### src/rtl/stage2_msg_pkg.sv
// Shared definitions for the stage-2 message sequence tracker.
// Provides the status field type and the status encodings that the tracker
// presents on out_status.
package stage2_msg_pkg;

    typedef logic [1:0] status_t;

    localparam status_t ST_IN_ORDER = 2'd0;
    localparam status_t ST_GAP      = 2'd1;
    localparam status_t ST_STALE    = 2'd2;
    localparam status_t ST_SYNC     = 2'd3;

endpackage

### src/rtl/stage2_seq_compare.sv
// Combinational classifier for one message against one channel's state.
// Ports:
//   synced        - channel has seen a first message since reset/resync
//   expected      - next sequence number the channel expects
//   seq           - received sequence number
//   status        - SYNC / IN_ORDER / GAP / STALE
//   gap_len       - number of missing messages (GAP only, else 0)
//   next_expected - seq + 1, wrapping
//   update_en     - expected should be replaced by next_expected
module stage2_seq_compare
    import stage2_msg_pkg::*;
#(
    parameter int unsigned SEQ_W = 32
) (
    input  logic             synced,
    input  logic [SEQ_W-1:0] expected,
    input  logic [SEQ_W-1:0] seq,
    output status_t          status,
    output logic [SEQ_W-1:0] gap_len,
    output logic [SEQ_W-1:0] next_expected,
    output logic             update_en
);

    logic [SEQ_W-1:0] diff;

    // Modular distance; the top half of the range is read as "behind".
    assign diff          = seq - expected;
    assign next_expected = seq + SEQ_W'(1);

    always_comb begin
        status    = ST_STALE;
        gap_len   = '0;
        update_en = 1'b0;
        if (!synced) begin
            status    = ST_SYNC;
            update_en = 1'b1;
        end else if (diff == '0) begin
            status    = ST_IN_ORDER;
            update_en = 1'b1;
        end else if (!diff[SEQ_W-1]) begin
            status    = ST_GAP;
            gap_len   = diff;
            update_en = 1'b1;
        end
    end

endmodule

### src/rtl/stage2_message_seq_tracker.sv
// Per-channel sequence-number tracker. Classifies each accepted header as
// SYNC, IN_ORDER, GAP or STALE and presents it one cycle later through a
// single registered output stage.
// Ports:
//   clk, rst                        - clock, async active-high reset
//   in_valid/in_ready               - header handshake
//   in_channel, in_seq              - header fields (out-of-range channel -> 0)
//   resync_valid, resync_channel    - force a channel back to unsynced
//   out_valid/out_ready             - classified message handshake
//   out_channel, out_seq            - echoed header
//   out_status, out_gap_len         - classification result
//   gap_events                      - saturating count of GAP results
module stage2_message_seq_tracker
    import stage2_msg_pkg::*;
#(
    parameter int unsigned CHANNELS  = 4,
    parameter int unsigned CH_W      = (CHANNELS > 1) ? $clog2(CHANNELS) : 1,
    parameter int unsigned SEQ_W     = 32,
    parameter int unsigned GAP_CNT_W = 16
) (
    input  logic                 clk,
    input  logic                 rst,
    input  logic                 in_valid,
    output logic                 in_ready,
    input  logic [CH_W-1:0]      in_channel,
    input  logic [SEQ_W-1:0]     in_seq,
    input  logic                 resync_valid,
    input  logic [CH_W-1:0]      resync_channel,
    output logic                 out_valid,
    input  logic                 out_ready,
    output logic [CH_W-1:0]      out_channel,
    output logic [SEQ_W-1:0]     out_seq,
    output status_t              out_status,
    output logic [SEQ_W-1:0]     out_gap_len,
    output logic [GAP_CNT_W-1:0] gap_events
);

    localparam logic [CH_W:0] CH_LIMIT = (CH_W + 1)'(CHANNELS);

    logic [CHANNELS-1:0] synced_q, synced_d;
    logic [SEQ_W-1:0]    expected_q [CHANNELS];
    logic [SEQ_W-1:0]    expected_d [CHANNELS];

    logic             accept;
    logic [CH_W-1:0]  sel_ch;
    status_t          cmp_status;
    logic [SEQ_W-1:0] cmp_gap_len;
    logic [SEQ_W-1:0] cmp_next;
    logic             cmp_update;

    assign in_ready = !out_valid || out_ready;
    assign accept   = in_valid && in_ready;
    assign sel_ch   = ({1'b0, in_channel} < CH_LIMIT) ? in_channel : '0;

    stage2_seq_compare #(
        .SEQ_W(SEQ_W)
    ) u_compare (
        .synced        (synced_q[sel_ch]),
        .expected      (expected_q[sel_ch]),
        .seq           (in_seq),
        .status        (cmp_status),
        .gap_len       (cmp_gap_len),
        .next_expected (cmp_next),
        .update_en     (cmp_update)
    );

    always_comb begin
        synced_d   = synced_q;
        expected_d = expected_q;
        for (int unsigned i = 0; i < CHANNELS; i++) begin
            if (accept && sel_ch == CH_W'(i)) begin
                synced_d[i] = 1'b1;
                if (cmp_update) begin
                    expected_d[i] = cmp_next;
                end
            end
            // Applied after the accept so a same-cycle resync leaves the channel unsynced.
            if (resync_valid && resync_channel == CH_W'(i)) begin
                synced_d[i] = 1'b0;
            end
        end
    end

    always_ff @(posedge clk or posedge rst) begin
        if (rst) begin
            synced_q <= '0;
            for (int unsigned i = 0; i < CHANNELS; i++) begin
                expected_q[i] <= '0;
            end
        end else begin
            synced_q   <= synced_d;
            expected_q <= expected_d;
        end
    end

    // Single output register; holds while stalled because in_ready blocks accept.
    always_ff @(posedge clk or posedge rst) begin
        if (rst) begin
            out_valid   <= 1'b0;
            out_channel <= '0;
            out_seq     <= '0;
            out_status  <= ST_IN_ORDER;
            out_gap_len <= '0;
            gap_events  <= '0;
        end else begin
            if (accept) begin
                out_valid   <= 1'b1;
                out_channel <= sel_ch;
                out_seq     <= in_seq;
                out_status  <= cmp_status;
                out_gap_len <= cmp_gap_len;
                if (cmp_status == ST_GAP && gap_events != '1) begin
                    gap_events <= gap_events + GAP_CNT_W'(1);
                end
            end else if (out_ready) begin
                out_valid <= 1'b0;
            end
        end
    end

endmodule
### config.mk
export PLATFORM = sky130hd
export DESIGN_NAME = stage2_message_seq_tracker
export DESIGN_NICKNAME = d
export VERILOG_FILES = /design/src/rtl/stage2_msg_pkg.sv /design/src/rtl/stage2_seq_compare.sv /design/src/rtl/stage2_message_seq_tracker.sv
export SDC_FILE = /design/constraint.sdc
export NUM_CORES = 1
export LEC_CHECK = 0
export ABC_CLOCK_PERIOD_IN_PS = 6500
export BUFFER_PORTS_ARGS = -buffer_cell sky130_fd_sc_hd__buf_4
export CORE_MARGIN = 1.5
export CORE_UTILIZATION = 45
export DETAILED_ROUTE_END_ITERATION = 6
export PLACE_DENSITY = 0.63
export SYNTH_ARGS = -nofsm -noshare
export SYNTH_HDL_FRONTEND = slang
export SYNTH_HIERARCHICAL = 1
export SYNTH_SLANG_ARGS = --single-unit
export TNS_END_PERCENT = 50
### constraint.sdc
create_clock -name clk -period 6.5 [get_ports clk]
set_input_delay 0.65 -clock clk [delete_from_list [all_inputs] [get_ports clk]]
set_output_delay 0.65 -clock clk [all_outputs]
set_load 0.01 [all_outputs]
* Yosys cells after proc, flatten, opt, wreduce, memory -nomap -nowiden
Cells that the tools add are included.
** Word-level totals
- Flip-flop bits (word level) :: 217
- Bits in latches :: 0
- RAM bits :: 0
- ROM bits :: 0
- Bits of input ports :: 41
- Memories :: 0
** Cells by class
- Add/sub/neg operators :: 3
- $mul :: 0
- Divide/modulo/power cells :: 0
- $lt $le $gt $ge :: 2
- Eq/ne operators :: 8
- Shift-type cells :: 0
- Muxes and demuxes :: 24
- Bitwise operators :: 1
- Reductions and logical operators :: 25
** Operators by type and width (count)
- 32-bit 2-to-1 mux :: 4
- 32-bit binary-select mux with 2-bit select :: 1
- 32-bit by 1-bit adder with 32-bit output (second input constant) :: 1
- 32-bit logical NOT :: 1
- 32-bit subtractor :: 1
- 31-bit 2-to-1 mux :: 1
- 16-bit by 1-bit adder with 16-bit output (second input constant) :: 1
- 16-bit inequality test (second input constant) :: 1
- 1-bit 2-to-1 mux :: 14
- 1-bit logical AND :: 10
- 2-bit AND reduction :: 5
- 2-bit nonzero test :: 5
- 2-bit equality test (second input constant) :: 4
- 2-bit by 1-bit equality test with 1-bit output (second input constant) :: 3
- 2-bit 2-to-1 mux :: 3
- 2-bit logical NOT :: 2
- 3-bit greater-or-equal comparator (second input constant) :: 1
- 2-bit by 3-bit < comparator with 1-bit output (second input constant) :: 1
- 2-bit inverter with 3-bit output :: 1
- 1-bit binary-select mux with 2-bit select :: 1
- 1-bit logical NOT :: 1
- 1-bit logical OR :: 1

* Logic depth before layout (Yosys ltp)
- Word-level depth :: 11
- Depth in mapped cells :: 21

* Modules after synthesis
Netlist, hierarchy kept.
** Modules (own cells, without submodules)
- stage2_message_seq_tracker :: instances 1, cells an instance 701, area an instance 9462.8 µm²
- stage2_seq_compare :: instances 1, cells an instance 484, area an instance 3061.7 µm²

* Worst setup path after synthesis
OpenSTA, ideal clock, no wires.
- Kind :: input port to flip-flop
- From :: in in_channel[0]
- To :: reg gap_events[10]
- Setup time :: 79 ps
- Arrival :: 4810 ps
- Setup slack :: 1611 ps
- Stages on the path :: 20
- Buffers on the path :: 4
- Path through :: buf_2 buf_2 mux4_2 inv_1 ha_1 buf_2 a21o_1 nor2_1 o211a_1 o21ai_0 a21o_1 a311o_1 a21oi_2 or3b_4 a21boi_1 nor2b_1 nand3_1 buf_2 nor4_1 xor2_1
** Between the ends
- Cells in the longest elaborated chain, start to end :: 11
- Elaborated cells between the ends (all ways) :: 14
- Those cells by class :: 1 x add/sub; 1 x eq/ne; 8 x mux; 1 x bitwise; 3 x reduce/logical
** Ends and longest elaborated chain
- start: declaration :: line stage2_message_seq_tracker.sv:25 : input logic [CH_W-1:0] in_channel,
- 2-bit inverter with 3-bit output (not written as such) :: line stage2_message_seq_tracker.sv:59 : .expected (expected_q[sel_ch]),
- 32-bit binary-select mux with 2-bit select :: line stage2_message_seq_tracker.sv:59
- 32-bit 2-to-1 mux (not written as such) (2 in series) :: line stage2_message_seq_tracker.sv:59
- 32-bit subtractor :: line stage2_seq_compare.sv:27 : assign diff = seq - expected;
- 32-bit logical NOT / 2-bit 2-to-1 mux (equally long branches) :: line stage2_seq_compare.sv:37, stage2_seq_compare.sv:40
- 2-bit 2-to-1 mux :: line stage2_seq_compare.sv:37 : end else if (diff == '0) begin
- 2-bit 2-to-1 mux * :: line stage2_seq_compare.sv:34 : if (!synced) begin
- via cmp_status[0] :: line stage2_message_seq_tracker.sv:46 : status_t cmp_status;
- 2-bit by 1-bit equality test with 1-bit output * :: line stage2_message_seq_tracker.sv:112 : if (cmp_status == ST_GAP && gap_events != '1) begin
- 1-bit logical AND * :: line stage2_message_seq_tracker.sv:112
- 2-bit AND reduction (no line) *
- end signal: assignment :: line stage2_message_seq_tracker.sv:113 : gap_events <= gap_events + GAP_CNT_W'(1);
- end: declaration :: line stage2_message_seq_tracker.sv:35 : output logic [GAP_CNT_W-1:0] gap_events
The timed path passes the listed nets; every way through them passes the cells marked *. The select of a mux whose other input is x is not followed.
A chain may end at the register's enable or synchronous reset.

* Worst setup path in the final report
- From :: in in_channel[0]
- To :: reg gap_events[1]
The elaborated chain is that of the path after synthesis.

==> impl.org <==
** Run status
- Status :: finished, final reports clean

** Synthesis
- Ys Warns :: 6
- A synthesized cell averages 10.6 um^2.
- When the netlist entered floorplanning its net count stood at 1261.
- Number of synthesized flops with an enable pin :: 0
- The synthesized design contains 217 register bits.
- Synthesized instance count :: between 1000 and 1500
- For this run, the leading register cell type out of synthesis is sky130_fd_sc_hd__dfrtp_1.
- Number of distinct standard cells referenced by the synthesized netlist :: 78
- Netlist Area Pre-Place :: 12500 um^2
- After synthesis, the share of flip-flops with an asynchronous set or reset is 100%.
- The largest total area in the synthesized netlist belongs to sky130_fd_sc_hd__dfrtp_1.
- The share of synthesized area in the top cell type comes to 43.4%.
- Post-synthesis sequential area ratio :: 43.4%
- Top cells by area, synth :: sky130_fd_sc_hd__dfrtp_1, sky130_fd_sc_hd__nand2_1, sky130_fd_sc_hd__mux2_4, sky130_fd_sc_hd__mux4_2, sky130_fd_sc_hd__mux2_2

** Setup path
- For this run, the slowest stage of the critical path takes between 500 and 600 ps.
- STA puts the critical path data required time at between 6000 and 7000 ps.
- Cell breakdown of the critical path :: buf_4, mux4_2, inv_1, ha_1, a21oi_1, o21ai_0, nand2_1, nand3_2, a21o_1, a311o_1, a21oi_2, or3b_4, a21boi_1, nor2b_1, nand3_1, nor2_2, mux2_4
- Setup Crit Path Kind :: input pin to flop
- Crit path arrival time :: 5700 ps
- On the critical path, the stage with the largest delay is an instance of sky130_fd_sc_hd__mux4_2.
- In this run the worst path has a maximum fanout of 32.
- Worst setup SP type :: input pin
- STA classifies the critical path endpoint as a flop.

** Cells and area
- Number of inserted filler cells in the final layout :: 2434
- Multi-input gate area in the final layout :: around 6500 um^2
- Most frequent cells in the layout :: sky130_fd_sc_hd__nand2_1, sky130_fd_sc_hd__dfrtp_1, sky130_fd_sc_hd__buf_4
- Sequential cell area in the final layout :: 5430 um^2
- Final design instance area without fill :: 14400 um^2
- At the end of the flow, the number of nets in the layout was approximately 1400.
- Final core utilization :: between 50% and 60%
- Share of post-route cells with drive strength above 1 :: 27.6%
- Area added between synthesis and finish :: 15.3%
- Antenna diode instance count :: 0
- Excluding fillers, the count of instances in the completed layout stands at ~1700.
- Leading cell type in the layout, fill and taps excluded :: sky130_fd_sc_hd__nand2_1

** Clocking
- Clock-pin slew was measured on the worst setup and hold paths at roughly 60 ps.
- Max clock buf depth :: 3
- CTS sink count :: 217
- Post_cts resized :: 0
- TritonCTS created 25 clock buffers.
- Latest clock arrival within the worst-skew pair :: 530 ps
- TritonCTS clock tree :: built
- The cell sitting at the root of the clock tree is a sky130_fd_sc_hd__clkbuf_16.
- Number of setup buffers added after CTS :: 0
- In this run the number of H-tree levels came out at 1.
- Hold repair after CTS inserted 0 buffers.

** Placed design
- Once placement completed, the tool counted placed cells totaling 1630.
- DP Area :: approximately 14000 um^2
- HPWL Detailed :: 21700 um
- The congestion estimate from routability-driven global placement came to 0.879.
- During placement, the flow inserted port buffers numbering 126.
- OpenSTA, run right after detailed placement, puts the worst setup slack at 696 ps.

** STA
- Final number of hold-violating endpoints :: 0
- Max-slew headroom :: between 30% and 40%
- Share of the clock period used by the worst path after layout :: 81.4%
- Across the routed clock network, the largest skew measured is 19.4 ps.
- Hold slack final :: 313 ps
- Pin slew with the least headroom to its limit :: 980 ps
- For the final routed database, the setup TNS stands at 0 ps.
- # setup viols final :: 0
- Across all setup checks in the final design, the least slack found is approximately 1200 ps.
- Subtracting the final worst setup slack from the clock period gives roughly 5300 ps.
- Max Slew Vio Count :: 0
- Derived from the worst setup path, the maximum achievable clock frequency is 189 MHz.
- RSZ-0062 raised after global routing :: no

** GRT
- After global routing, the most crowded layer is met2.
- Global Route met3 Usage :: 3.93%
- In the global route stage, met2 resource usage came out at 34.8%.
- Met1 GRT Util :: 32.6%
- Entering global routing, the biggest net connects 79 pins.
- Total track usage :: 22.4%
- Total gr overflow :: 0
- The number of antenna violations at the first check in global routing was 0.
- Wire length of the first global-routing pass :: ~51000 um
- Vias in the first global route :: 9277

** Job
- Number of violations of the max-capacitance limit :: 0

** Pwr
- Overall power :: 6.08 mW
- Leakage power summed over all cells :: just under 7 nW
- Pwr dens :: ~420 nW/um^2
- Across the VDD grid, the largest voltage drop is approximately 0.00019 V.

** Floorplan
- After floorplanning, the core was divided into 60 placement rows.
- Die Span Y :: ~170 um
- The floorplan step defined a die boundary enclosing 28800 um^2.
- During I/O placement, the number of pins put on the boundary was 127.
- The floorplan step defined a core boundary enclosing between 20000 and 30000 um^2.
- Initial core utilization :: 46.2%
- DIE WIDTH :: 170 um

** Detailed routing
- After detailed routing, the number of remaining DRC violations is 0.
- The first routing iteration left 854 violations.
- Drt wl/cell :: 18.8 um
- Via count :: 9252
- Total length of routed wires :: about 32000 um
- Remaining number of nets flagged by the antenna check after routing :: 0
- DRT Pass-1 Iters :: 5
- Using the TritonRoute via totals, the vias-per-cell ratio works out to between 5 and 6.

** Worst hold path
- HP Class :: input pin to asynchronous set/reset pin
metal layers:
| metal | vias up | wire [um] |
|---|---|---|
| li1 | 4379 | - |
| met1 | 4572 | 15100 |
| met2 | 268 | 14000 |
| met3 | 33 | 2000 |
| met4 | 0 | 491 |
| met5 | - | 0 |
synth_stat cells (4+ instances only):
cell type	count
sky130_fd_sc_hd__nor3_1	25
sky130_fd_sc_hd__xnor2_1	33
sky130_fd_sc_hd__mux2_1	4
sky130_fd_sc_hd__a21o_1	8
sky130_fd_sc_hd__mux2i_1	5
sky130_fd_sc_hd__nand3_1	28
sky130_fd_sc_hd__o211ai_1	6
sky130_fd_sc_hd__nor2_1	53
sky130_fd_sc_hd__buf_4	7
sky130_fd_sc_hd__nand2_1	260
sky130_fd_sc_hd__ha_1	34
sky130_fd_sc_hd__nand4_1	20
sky130_fd_sc_hd__nand2b_1	4
sky130_fd_sc_hd__nor2b_1	4
sky130_fd_sc_hd__nor4_1	13
sky130_fd_sc_hd__a21oi_1	36
sky130_fd_sc_hd__clkbuf_1	22
sky130_fd_sc_hd__buf_1	4
sky130_fd_sc_hd__dfrtp_1	217
sky130_fd_sc_hd__inv_1	49
sky130_fd_sc_hd__xor2_1	27
sky130_fd_sc_hd__o21ai_0	21
sky130_fd_sc_hd__o211a_1	8
sky130_fd_sc_hd__buf_2	9
sky130_fd_sc_hd__and3_1	19
sky130_fd_sc_hd__a31oi_1	12
sky130_fd_sc_hd__mux2_2	65
sky130_fd_sc_hd__or2_2	4
sky130_fd_sc_hd__o21a_1	5
sky130_fd_sc_hd__buf_6	17
sky130_fd_sc_hd__o2111ai_1	4
sky130_fd_sc_hd__mux4_2	33
sky130_fd_sc_hd__mux2_4	61
flip-flops by register name, summed over array words and instances (netlist names):
signal       flops
out_valid        1
out_seq         32
synced_q         4
out_gap_len     32
out_channel      2
expected_q     128
gap_events      16
out_status       2
power breakdown:
part / leakage, nW / internal [mW] / switching [mW]
combinational: 3.82 / 1.21 / 1.37
sequential: 2.66 / 1.81 / 0.254
clock: 0.410 / 0.863 / 0.570
worst max-delay path: cells and delay by family:
kind | cells | cell delay (ps)
buffers and inverters | 2 | 600
muxes | 2 | 890
and+or+nand+nor | 6 | 1490
AOI/OAI and AO/OA | 6 | 1720
adders and majority gates | 1 | 300
cells by family after synthesis:
| group | count (synthesis) | share of synthesized area [%] |
|---|---|---|
| flip-flops | 217 | 43.4 |
| XOR/XNOR | 60 | 4.20 |
| AND/OR/NAND/NOR | 462 | 17.1 |
| AO/OA/AOI/OAI | 134 | 7.36 |
| other | 1 | 0.0299 |
| multiplexers | 168 | 19.9 |
| buffers and inverters | 108 | 4.56 |
| adder cells (fa/ha/maj) | 35 | 3.56 |
layout make-up:
| class | count | share of cell area, % |
|---|---|---|
| repair buffers | 132 | 6.86 |
| multi-input cells | 860 | 45.2 |
| well taps | 372 | 3.22 |
| clock inverters | 13 | 1.06 |
| inverters | 49 | 1.30 |
| clock buffers | 33 | 4.75 |
| flip-flops and latches | 217 | 37.6 |
final timing paths:
path	start	to	slack, ps	depth (start not counted)
min	rst	out_seq[6]	310	2
max in group asynchronous	rst	synced_q[1]	4730	3
max reg2reg	expected_q[8]	gap_events[1]	1660	16
max	in_channel[0]	gap_events[1]	1210	17
min in group clk	resync_channel[1]	synced_q[3]	330	2
min reg2reg	out_seq[14]	out_seq[14]	470	2
No activity file was read; power rests on OpenSTA's default activity.
